[config.mk]
export PLATFORM = sky130hd
export DESIGN_NAME = button_conditioner
export DESIGN_NICKNAME = d
export VERILOG_FILES = /design/src/rtl/button_conditioner.sv
export SDC_FILE = /design/constraint.sdc
export NUM_CORES = 1
export LEC_CHECK = 0
export CAP_MARGIN = 20
export CORE_ASPECT_RATIO = 1.4
export CORE_UTILIZATION = 45
export DETAILED_ROUTE_END_ITERATION = 10
export PLACE_DENSITY = 0.65
export SYNTH_ARGS = -nofsm -noshare
export SYNTH_HDL_FRONTEND = slang
export SYNTH_SLANG_ARGS = --single-unit
export TNS_END_PERCENT = 10
[constraint.sdc]
create_clock -name Clk100M -period 2.9 [get_ports Clk100M]
set_clock_uncertainty 0.2 [all_clocks]
set_input_delay 0.29 -clock Clk100M [delete_from_list [all_inputs] [get_ports Clk100M]]
set_output_delay 0.29 -clock Clk100M [all_outputs]
set_load 0.1 [all_outputs]
[src/rtl/button_conditioner.sv]
// Push-button front end: 2-FF synchronizer, per-channel debounce, and one-cycle
// press pulses with optional hold-to-repeat on masked channels.
module button_conditioner #(
    parameter int                 NUM_BTN         = 4,
    parameter int                 DEBOUNCE_CYCLES = 1000000,
    parameter int                 REPEAT_DELAY    = 50000000,
    parameter int                 REPEAT_RATE     = 10000000,
    parameter logic [NUM_BTN-1:0] REPEAT_MASK     = 4'b1100
) (
    input  logic               Clk100M,
    input  logic               Rst,
    input  logic [NUM_BTN-1:0] btn_raw,
    output logic [NUM_BTN-1:0] btn_level,
    output logic [NUM_BTN-1:0] btn_pulse
);

    localparam int DEB_W    = $clog2(DEBOUNCE_CYCLES + 1);
    localparam int HOLD_MAX = (REPEAT_DELAY > REPEAT_RATE) ? REPEAT_DELAY : REPEAT_RATE;
    localparam int HOLD_W   = $clog2(HOLD_MAX + 1);

    localparam logic [DEB_W-1:0]  DEB_LAST   = DEB_W'(DEBOUNCE_CYCLES - 1);
    localparam logic [HOLD_W-1:0] DELAY_LAST = HOLD_W'(REPEAT_DELAY - 1);
    localparam logic [HOLD_W-1:0] RATE_LAST  = HOLD_W'(REPEAT_RATE - 1);
    localparam logic [HOLD_W-1:0] HOLD_TOP   = HOLD_W'(HOLD_MAX);

    typedef enum logic [1:0] {
        ST_IDLE,
        ST_WAIT,
        ST_REPEAT
    } state_t;

    logic [NUM_BTN-1:0] sync_p0;
    logic [NUM_BTN-1:0] sync_p1;

    // Stage p0/p1: two-flop synchronizer, nothing between the flops.
    always_ff @(posedge Clk100M) begin
        if (Rst) begin
            sync_p0 <= '0;
            sync_p1 <= '0;
        end else begin
            sync_p0 <= btn_raw;
            sync_p1 <= sync_p0;
        end
    end

    for (genvar i = 0; i < NUM_BTN; i++) begin : g_ch
        logic [DEB_W-1:0]  deb_cnt;
        logic [HOLD_W-1:0] hold_cnt;
        logic              level_q;
        logic              pulse_q;
        logic              accept;
        logic              rise;
        logic              fall;
        state_t            state;

        // accept marks the edge on which the stable level takes the synced value
        assign accept = (sync_p1[i] != level_q) && (deb_cnt == DEB_LAST);
        assign rise   = accept && sync_p1[i];
        assign fall   = accept && !sync_p1[i];

        // Stage p2: debounced stable level.
        always_ff @(posedge Clk100M) begin
            if (Rst) begin
                deb_cnt <= '0;
                level_q <= 1'b0;
            end else if (sync_p1[i] == level_q) begin
                deb_cnt <= '0;
            end else if (accept) begin
                deb_cnt <= '0;
                level_q <= sync_p1[i];
            end else begin
                deb_cnt <= deb_cnt + DEB_W'(1);
            end
        end

        // Stage p2: press/repeat FSM, pulse registered alongside the level.
        always_ff @(posedge Clk100M) begin
            if (Rst) begin
                state    <= ST_IDLE;
                hold_cnt <= '0;
                pulse_q  <= 1'b0;
            end else begin
                pulse_q <= 1'b0;
                case (state)
                    ST_IDLE: begin
                        if (rise) begin
                            pulse_q  <= 1'b1;
                            hold_cnt <= '0;
                            state    <= ST_WAIT;
                        end
                    end
                    ST_WAIT: begin
                        if (fall) begin
                            state <= ST_IDLE;
                        end else if (REPEAT_MASK[i] && (hold_cnt == DELAY_LAST)) begin
                            pulse_q  <= 1'b1;
                            hold_cnt <= '0;
                            state    <= ST_REPEAT;
                        end else if (hold_cnt != HOLD_TOP) begin
                            hold_cnt <= hold_cnt + HOLD_W'(1);
                        end
                    end
                    ST_REPEAT: begin
                        if (fall) begin
                            state <= ST_IDLE;
                        end else if (hold_cnt == RATE_LAST) begin
                            pulse_q  <= 1'b1;
                            hold_cnt <= '0;
                        end else begin
                            hold_cnt <= hold_cnt + HOLD_W'(1);
                        end
                    end
                    default: begin
                        state    <= ST_IDLE;
                        hold_cnt <= '0;
                    end
                endcase
            end
        end

        assign btn_level[i] = level_q;
        assign btn_pulse[i] = pulse_q;
    end

endmodule

; After elaboration in Yosys (flattened, before gate mapping)
; Cells that the tools add are included.
[totals]
wordCells = 186
rom_bits = 0
output_inout_bits = 8
latch_bits = 0
memories = 0
input_bits = 6
ram_bits = 0
register_bits = 208
[op_classes]
muxes = 62
n_mul = 0
magnitude_cmp = 0
bitwise_logic = 4
shift = 0
n_eq_ne = 52
reduce_logical = 38
add_sub_neg = 8
n_div = 0
[ops]
columns = operator, n
row1 = two-way mux 26 bit, 22
row2 = case mux 26 bit (3 select lines), 4
row3 = adder 26 x 1 -> 26 bit (second input constant), 4
row4 = equality test 26 x 24 -> 1 bit (second input constant), 4
row5 = inequality test 26 bit (second input constant), 4
row6 = adder 20 x 1 -> 20 bit (second input constant), 4
row7 = equality test 20 bit (second input constant), 4
row8 = equality test 26 bit (second input constant), 2
row9 = inequality test 2 bit (second input constant), 16
row10 = two-way mux 2 bit, 12
row11 = two-way mux 1 bit, 16
row12 = AND reduction 4 bit, 4
row13 = logical AND 1 bit, 12
row14 = inequality test 3 bit (second input constant), 4
row15 = case mux 2 bit (3 select lines), 2
row16 = AND reduction 2 bit, 6
row17 = OR reduction 3 bit, 4
row18 = equality test 2 x 1 -> 1 bit (second input constant), 4
row19 = equality test 2 bit (second input constant), 4
row20 = logical NOT 2 bit, 4
row21 = case mux 2 bit (2 select lines), 2
row22 = case mux 1 bit (3 select lines), 2
row23 = AND reduction 3 bit, 2
row24 = equality test 1 bit, 4
row25 = 6 further kinds, 18

; Longest topological paths before layout
; Gate-level depths: netlist (run 1).
[logic_depth]
word_depth = 5
ltp_mapped = 10

; Worst setup path after synthesis (run 1)
; OpenSTA, ideal clock, no wires.
[synth_path]
kind = reg2reg
startpoint = register g_ch[2].hold_cnt[0]
endpoint = register g_ch[2].hold_cnt[14]
n_path_buf = 1
path_slack_ns = 0.209
t_arrival_ns = 2.374
path_stages_with_launch = 9
t_required_ns = 2.583
period_less_slack_ns = 2.691
setup_ns = 0.117
cell_sequence = dfxtp_1 > ha_1 > nand3_1 > or3_1 > o41a_2 > o21ai_4 > clkbuf_1 > o21ai_0 > a32o_1
[synth_between]
elab_chain_len = 5
elab_cells_between_ends = 12
classes_between = add/sub: 1 / eq/ne: 4 / mux: 6 / reduce/logical: 1
[synth_rtl]
columns = item, line_no
row1 = "start, declared", 48  ; logic [HOLD_W-1:0] hold_cnt;
row2 = "start signal, assigned", 100  ; hold_cnt <= hold_cnt + HOLD_W'(1);
row3 = "start signal, assigned", 110  ; hold_cnt <= hold_cnt + HOLD_W'(1);
row4 = adder 26 x 1 -> 26 bit, "100, 110"
row5 = two-way mux 26 bit, 99  ; end else if (hold_cnt != HOLD_TOP) begin
row6 = two-way mux 26 bit, 95  ; end else if (REPEAT_MASK[i] && (hold_cnt == DELAY_LAST)) begin
row7 = two-way mux 26 bit, 93  ; if (fall) begin
row8 = case mux 26 bit (3 select lines), 84  ; case (state)
; Several ways; a longest one is shown, not always the timed one. The select of a mux whose other input is x is not followed.
; A chain may end at the register's enable or synchronous reset.

; Final worst setup path (run 1)
[layout_path]
startpoint = register g_ch[3].deb_cnt[10]
endpoint = register g_ch[3].hold_cnt[19]
[layout_between]
elab_chain_len = 5
elab_cells_between_ends = 8
classes_between = eq/ne: 4 / reduce/logical: 4
[layout_rtl]
columns = item, line_no
row1 = "start, declared", 47  ; logic [DEB_W-1:0] deb_cnt;
row2 = "start signal, assigned", 72  ; deb_cnt <= deb_cnt + DEB_W'(1);
row3 = equality test 20 bit (*), 57  ; assign accept = (sync_p1[i] != level_q) && (deb_cnt == DEB_LAST);
row4 = logical AND 1 bit (*), 57
row5 = "logical AND 1 bit, on equally long branches", "59, 58"
row6 = inequality test 2 bit (no source line), --
row7 = AND reduction 4 bit (no source line) (*), --
row8 = "end signal, assigned", 100
row9 = "end signal, assigned", 110
row10 = "end, declared", 48
; Every way passes the cells marked *; elsewhere a longest branch is shown, timed or not.

==> results by group, run 1 <==
Setup path
  – Setup crit start kind: register
  – Type of destination of the critical path: register
  – Critical Path Fanout Max: 8
  – Required time of the critical path: 3.01 ns
  – Arr. time, crit path: 2.89 ns
  – WS Path Type: register to register
  – CP max stage delay: 0.57 ns
  – CP max-delay cell: or4_1
  – CP Buf/Inv Count: 1
  – CP cell instances: or4b_1, or2_2, or4_1, and3_1, buf_4, nand3_1, o32ai_1
  – Delay-heaviest family, CP: simple AND/OR/NAND/NOR gates

STA
  – WHS: 0.0478 ns
  – Relative slew slack: 0.561
  – Max Fclk: 0.360 GHz
  – Setup Viol. Count Final: 0
  – Slew Limit Fails: 0
  – RSZ-0062 raised after global routing: no
  – Post-route clock period utilization: 0.959
  – Final setup TNS: 0 ns
  – Worst slew pin tran: 0.649 ns
  – Final min period: 2.78 ns
  – Final Hold Viols: 0

Logic synthesis
  – Seq cells post-synth: 154
  – Compound-Gate Fraction of Synth Area: 0.124
  – Number of flops mapped to enable cells by yosys: 0
  – Mapped Area: 7860 sq um
  – Mux contribution to synthesized area: 0.00510
  – Synth warn: 0
  – Post-synth net total: 977
  – Top post-synthesis cells by area: dfxtp_1, nor2_1, nand3_1, xor2_1, nand2_1
  – Post-synthesis async set-or-reset flop share: 0
  – Largest family of logic cells by synthesized area: simple AND/OR/NAND/NOR gates
  – Syn avg cell area: 8.23 sq um
  – Simple-gate share of the synthesized area: 0.327
  – Synth top area share: 0.392
  – Synth Instances: 955
  – Top-count cell post-synth: dfxtp_1
  – Ys flop type: dfxtp_1
  – Post-synthesis adder-cell area fraction: 0.0255
  – Count of unique library cells instantiated by Yosys: 67
  – Register area share after synthesis: 0.392
  – Synth Area in XOR/XNOR: 0.0791
  – Most common library cells after synthesis: dfxtp_1, nor2_1, nand2_1
  – Cell taking the most area after synthesis: dfxtp_1

Layout
  – Post-layout net count: 1013
  – Layout cells sized above 1: 0.109
  – Diodes inserted: 0
  – Layout area overhead: 14.7%
  – Design area: 9010 sq um
  – Filler Cells Inserted: 1589
  – Post-layout util: 0.534

Global routing
  – GRT Total Usage: 0.208
  – Initial antenna violation count: 0
  – First-pass GRT wire length: 30400 microns
  – Gr ovfl total: 0
  – Vias in the first global route: 6655
  – Largest net degree at the start of global routing: 47

Clock tree
  – Num CTS Buffers: 17
  – Clock Sinks: 154
  – Post-CTS setup buffers: 0
  – Clock transition at path regs: 0.06 ns
  – CTS Buffer Depth: 2
  – Root Buffer: clkbuf_16
  – H-tree levels: 4
  – Clock latency on the worst-skew pair: 0.42 ns
  – Clock tree from TritonCTS: yes
  – Resize count post-CTS: 0
  – Cts hold-fix bufs: 0

Placement
  – RD Place Congestion: 0.851
  – Detail Placement HPWL: 12100 microns
  – Dpl cell area: 8420 sq um
  – Port-buffer cells: 13

Die
  – Ports: 14
  – Starting Density: 0.465
  – CORE AREA: 16900 sq um
  – Row count: 56
  – Die width: 114 microns
  – Die Y: 158 microns
  – Die area: 18000 sq um

Power and ir drop
  – PnR Total Power: 4380 uW
  – Leakage: 0.00299 uW
  – Worst vdd ir: 0.327 mV
  – Pwr per Cell Area: 486 nW/um^2

Routing
  – Remaining antenna violation count: 0
  – Pre-antenna DRT Iters: 7
  – Vias: 6872
  – DR WL/cell: 14.1 microns
  – DRC: 0
  – Routed WL: 17400 microns
  – Iter 0 DRT Violations: 372
  – DR vias/cell: 5.56

Run
  – Max_cap viols: 0

Min path
  – Hold Path Class: input pin to register

Status
  – Status: finished, final reports clean
## report_power, final
part / internal [uW] / total, uW / switching [uW]
clock: 1310 / 2190 / 878
combinational: 21.5 / 66.3 / 44.8
sequential: 2120 / 2130 / 4.75
## per-layer routing
layer  global-route usage  vias to the layer above  part of all wire
li1                     -                     3514                 -
met1                0.230                     3215              0.43
met2                0.387                      112              0.52
met3               0.0331                       31             0.027
met4               0.0946                        0             0.024
met5                    0                        -                 0
## area by class of cell
cell class              instances  area [sq um]  area share
clock buffers                  21           460      0.0511
repair buffers                 59           513      0.0569
clock inverters                11           120      0.0133
multi-input cells             724          4410       0.490
well taps                     232           290      0.0322
inverters                      35           131      0.0146
flip-flops and latches        154          3080       0.342
## layout by cell type (no fill, tap or decap), types with 17 or more instances in the layout
master,Yosys,routed
clkbuf_16,0,17
dfxtp_1,154,154
xor2_1,42,42
o21ai_0,21,21
xnor2_1,29,29
a21oi_1,41,41
or3_1,20,20
nand4_1,36,36
nor3_1,30,30
nand3_1,76,76
buf_4,9,49
inv_1,34,34
nand2_1,86,85
and4_1,18,18
nor2_1,124,124
and3_1,28,28
## path summary, 6_finish.rpt
kind | from | endpoint | slack, ns | depth (start not counted)
worst max-delay path | g_ch[3].deb_cnt[10] | g_ch[3].hold_cnt[19] | 0.12 | 7
worst min-delay path | Rst | g_ch[0].level_q | 0.05 | 2
worst max register to register | g_ch[3].deb_cnt[10] | g_ch[3].hold_cnt[19] | 0.12 | 7
worst min register to register | sync_p0[1] | sync_p1[1] | 0.24 | 1
## metrics by stage
stage               worst slack, ns  std cells
global route                0.00829       1236
global placement              0.146       1204
CTS                           0.100       1236
detailed placement            0.110       1204
floorplan                     0.209        955
finish                        0.119       1236
## sequential cells by signal, summed over array words and instances, names as in the netlist
name / count
g_ch.pulse_q: 4
g_ch.state: 6
sync_p1: 4
sync_p0: 4
g_ch.hold_cnt: 52
g_ch.level_q: 4
g_ch.deb_cnt: 80
## cells by family after synthesis
kind of cell | count (synthesis)
and+or+nand+nor | 494
AOI/OAI and AO/OA | 139
adders and majority gates | 16
muxes | 4
buffers and inverters | 77
DFF | 154
xor gates and xnor gates | 71
No activity file was read; power rests on OpenSTA's default activity.
==> run 2, diff against run 1 <==
--- a/config.mk
+++ b/config.mk
@@ -7,6 +7,7 @@
 export LEC_CHECK = 0
 export CAP_MARGIN = 20
 export CORE_ASPECT_RATIO = 1.4
+export CORE_MARGIN = 8
 export CORE_UTILIZATION = 45
 export DETAILED_ROUTE_END_ITERATION = 10
 export PLACE_DENSITY = 0.65
==> results by group, run 2 (synthesis gave the netlist of run 1 again) <==
Status
  – Status: finished, final reports clean

Power and ir drop
  – Internal power: 3310 uW (-4.3%)
  – NetSw: 995 uW (+7.3%)
  – Worst vdd ir: 0.278 mV (-15%)
  – Switching share of total power: 0.231 (+0.0196)
  – Pwr per Cell Area: 474 nW/um^2 (-2.6%)
  – Part of the power in combinational logic: 0.016 (about the same)
  – Leakage: 0.00302 uW (+1.1%)
  – Clk pwr share: 0.490 (-0.009)
  – Seq pwr share: 0.494 (+0.008)

Routing
  – Vias: 6898 (+0.38%)
  – Remaining antenna violation count: 0 (unchanged)
  – Routed WL: 17700 microns (+1.7%)
  – Iter 0 DRT Violations: 304 (-18%)
  – DR vias/cell: 5.51 (-0.83%)
  – DRC: 0 (unchanged)
  – DR WL/cell: 14.2 microns (+0.50%)
  – Pre-antenna DRT Iters: 5 (-2)

Die
  – Die area: 22000 sq um (+22%)
  – Die Y: 172 microns (+8.8%)
  – Die width: 128 microns (+12%)
  – Row count: 57 (+1.8%)
  – CORE AREA: 17300 sq um (+2.2%)
  – Starting Density: 0.455 (-0.0101)
  – Ports: 14 (unchanged)

Run
  – Max_cap viols: 0 (unchanged)

Placement
  – Port-buffer cells: 13 (unchanged)
  – RD Place Congestion: 0.835 (-1.8%)
  – Cell count after placement: 1219 (+1.2%)
  – Detail Placement HPWL: 12500 microns (+3.3%)

Setup path
  – Type of destination of the critical path: register
  – Setup crit start kind: register
  – WS Path Type: register to register
  – Critical Path Fanout Max: 25 (+17)
  – Required time of the critical path: 3.03 ns (+0.02 ns)
  – Arr. time, crit path: 2.87 ns (-0.02 ns)

STA
  – WHS: 0.168 ns (+0.120 ns)
  – Worst slew pin tran: 0.620 ns (-0.0293 ns)
  – Relative slew slack: 0.587 (+0.0256)
  – Slew Limit Fails: 0 (unchanged)
  – Final Hold Viols: 0 (unchanged)
  – RSZ-0062 raised after global routing: no
  – Max Fclk: 0.365 GHz (+1.5%)
  – Final setup TNS: 0 ns (unchanged)
  – Setup Viol. Count Final: 0 (unchanged)
  – Post-route clock period utilization: 0.944 (-0.0145)
  – Final min period: 2.74 ns (-0.0421 ns)

Clock tree
  – H-tree levels: 4 (unchanged)
  – Clock tree from TritonCTS: yes
  – Post-CTS setup buffers: 0 (unchanged)
  – Clock transition at path regs: 0.06 ns (about the same)
  – Root Buffer: clkbuf_16
  – Cts hold-fix bufs: 0 (unchanged)
  – Num CTS Buffers: 17 (unchanged)
  – Clock Sinks: 154 (unchanged)
  – Clock latency on the worst-skew pair: 0.43 ns (about the same)
  – CTS Buffer Depth: 2 (unchanged)

Layout
  – Filler Cells Inserted: 1675 (+5.4%)
  – Most frequent cells in the layout: dfxtp_1, nor2_1, nand2_1, nand3_1, buf_4
  – Largest register FFs: 80 (unchanged)
  – Finished Layout Cells: 1251 (+1.2%)
  – Layout area overhead: 15.5%
  – Commonest non-fill, non-tap cell in the layout: dfxtp_1
  – Post-layout net count: 1024 (+1.1%)
  – Top flop regs: g_ch.deb_cnt (80), g_ch.hold_cnt (52), g_ch.state (6)
  – Diodes inserted: 0 (unchanged)
  – Largest Register: g_ch.deb_cnt
  – Sequential cell area: 3080 sq um (unchanged)
  – Multi-input gate area: 4430 sq um (+0.45%)
  – Layout cells sized above 1: 0.123 (+0.0146)

Global routing
  – Vias in the first global route: 6763 (+1.6%)
  – Gr ovfl total: 0 (unchanged)
  – Initial antenna violation count: 0 (unchanged)
  – GRT Total Usage: 0.168 (-0.0402)
  – Largest net degree at the start of global routing: 43 (-8.5%)
  – First-pass GRT wire length: 30200 microns (-0.41%)

Min path
  – Hold Path Class: input pin to register
-- run 2: cell types whose count changed in the layout (fill, tap and decap cells not counted), moves of 2 or more --
cell / previous run / this run
buf_4: 49 / 62
clkinv_2: 4 / 1
inv_8: 0 / 3
buf_12: 5 / 3
bufinv_16: 2 / 0
clkbuf_1: 2 / 0
clkinv_4: 1 / 3
-- run 2: power groups by stage --
stage	registers (uW)	logic (uW)	clock network (uW)
3_3_place_gp	2170	66.7	0
6_report	2130	66.7	2110
4_1_cts	2130	67.4	2160
2_1_floorplan	2170	44.7	0
5_1_grt	2130	73.1	2260
3_5_place_dp	2170	67.0	0
-- run 2: metrics by stage --
| step | cell area (sq um) | utilization | total power [uW] | setup slack, ns |
|---|---|---|---|---|
| 2_1_floorplan | 7860 | - | 2220 | 0.209 |
| 3_3_place_gp | 8480 | 0.492 | 2240 | 0.0568 |
| 3_5_place_dp | 8480 | 0.492 | 2240 | 0.00665 |
| 4_1_cts | 9050 | 0.524 | 4360 | 0.0460 |
| 5_1_grt | 9080 | 0.526 | 4460 | 0.0138 |
| 6_report | 9080 | 0.526 | 4300 | 0.161 |
-- run 2: critical path: stages, from the launching register on --
cell	delay (ns)
dfxtp_1	0.35
or4b_1	0.56
or2_2	0.35
or4_1	0.58
nand3_2	0.13
buf_12	0.17
a21oi_1	0.06
o32ai_1	0.23
-- run 2: timing repair --
action	in CTS	in global routing
gates resized for setup	1	7
setup endpoints to repair	8	30
pin swaps	0	1
-- run 2: routing by layer --
layer,share of wire,global-route usage,vias to the layer above
met5,0,0,-
met4,0.025,0.0840,0
met3,0.032,0.0306,39
met2,0.52,0.313,127
met1,0.42,0.177,3194
li1,-,-,3538
-- run 2: final timing paths --
check	start	to	slack (ns)	cells past startpoint
worst max-delay path	g_ch[3].deb_cnt[10]	g_ch[3].hold_cnt[11]	0.16	7
worst min-delay path	Rst	g_ch[1].level_q	0.17	2
worst max register to register	g_ch[3].deb_cnt[10]	g_ch[3].hold_cnt[11]	0.16	7
worst min register to register	g_ch[1].state[0]	g_ch[1].pulse_q	0.24	1
-- run 2: layout make-up --
type	instances	share of cell area
multi-input combinational	724	0.488
sequential	154	0.340
timing repair buffer	70	0.0628
clock buffer	19	0.0499
tap	236	0.0325
inverter	35	0.0145
clock inverter	13	0.0124
==> run 3, diff against run 2 <==
--- a/config.mk
+++ b/config.mk
@@ -5,6 +5,7 @@
 export SDC_FILE = /design/constraint.sdc
 export NUM_CORES = 1
 export LEC_CHECK = 0
+export ABC_CLOCK_PERIOD_IN_PS = 2900
 export CAP_MARGIN = 20
 export CORE_ASPECT_RATIO = 1.4
 export CORE_MARGIN = 8
==> results of run 3 <==
Final layout, timing and power as in run 2 (identical DEF).
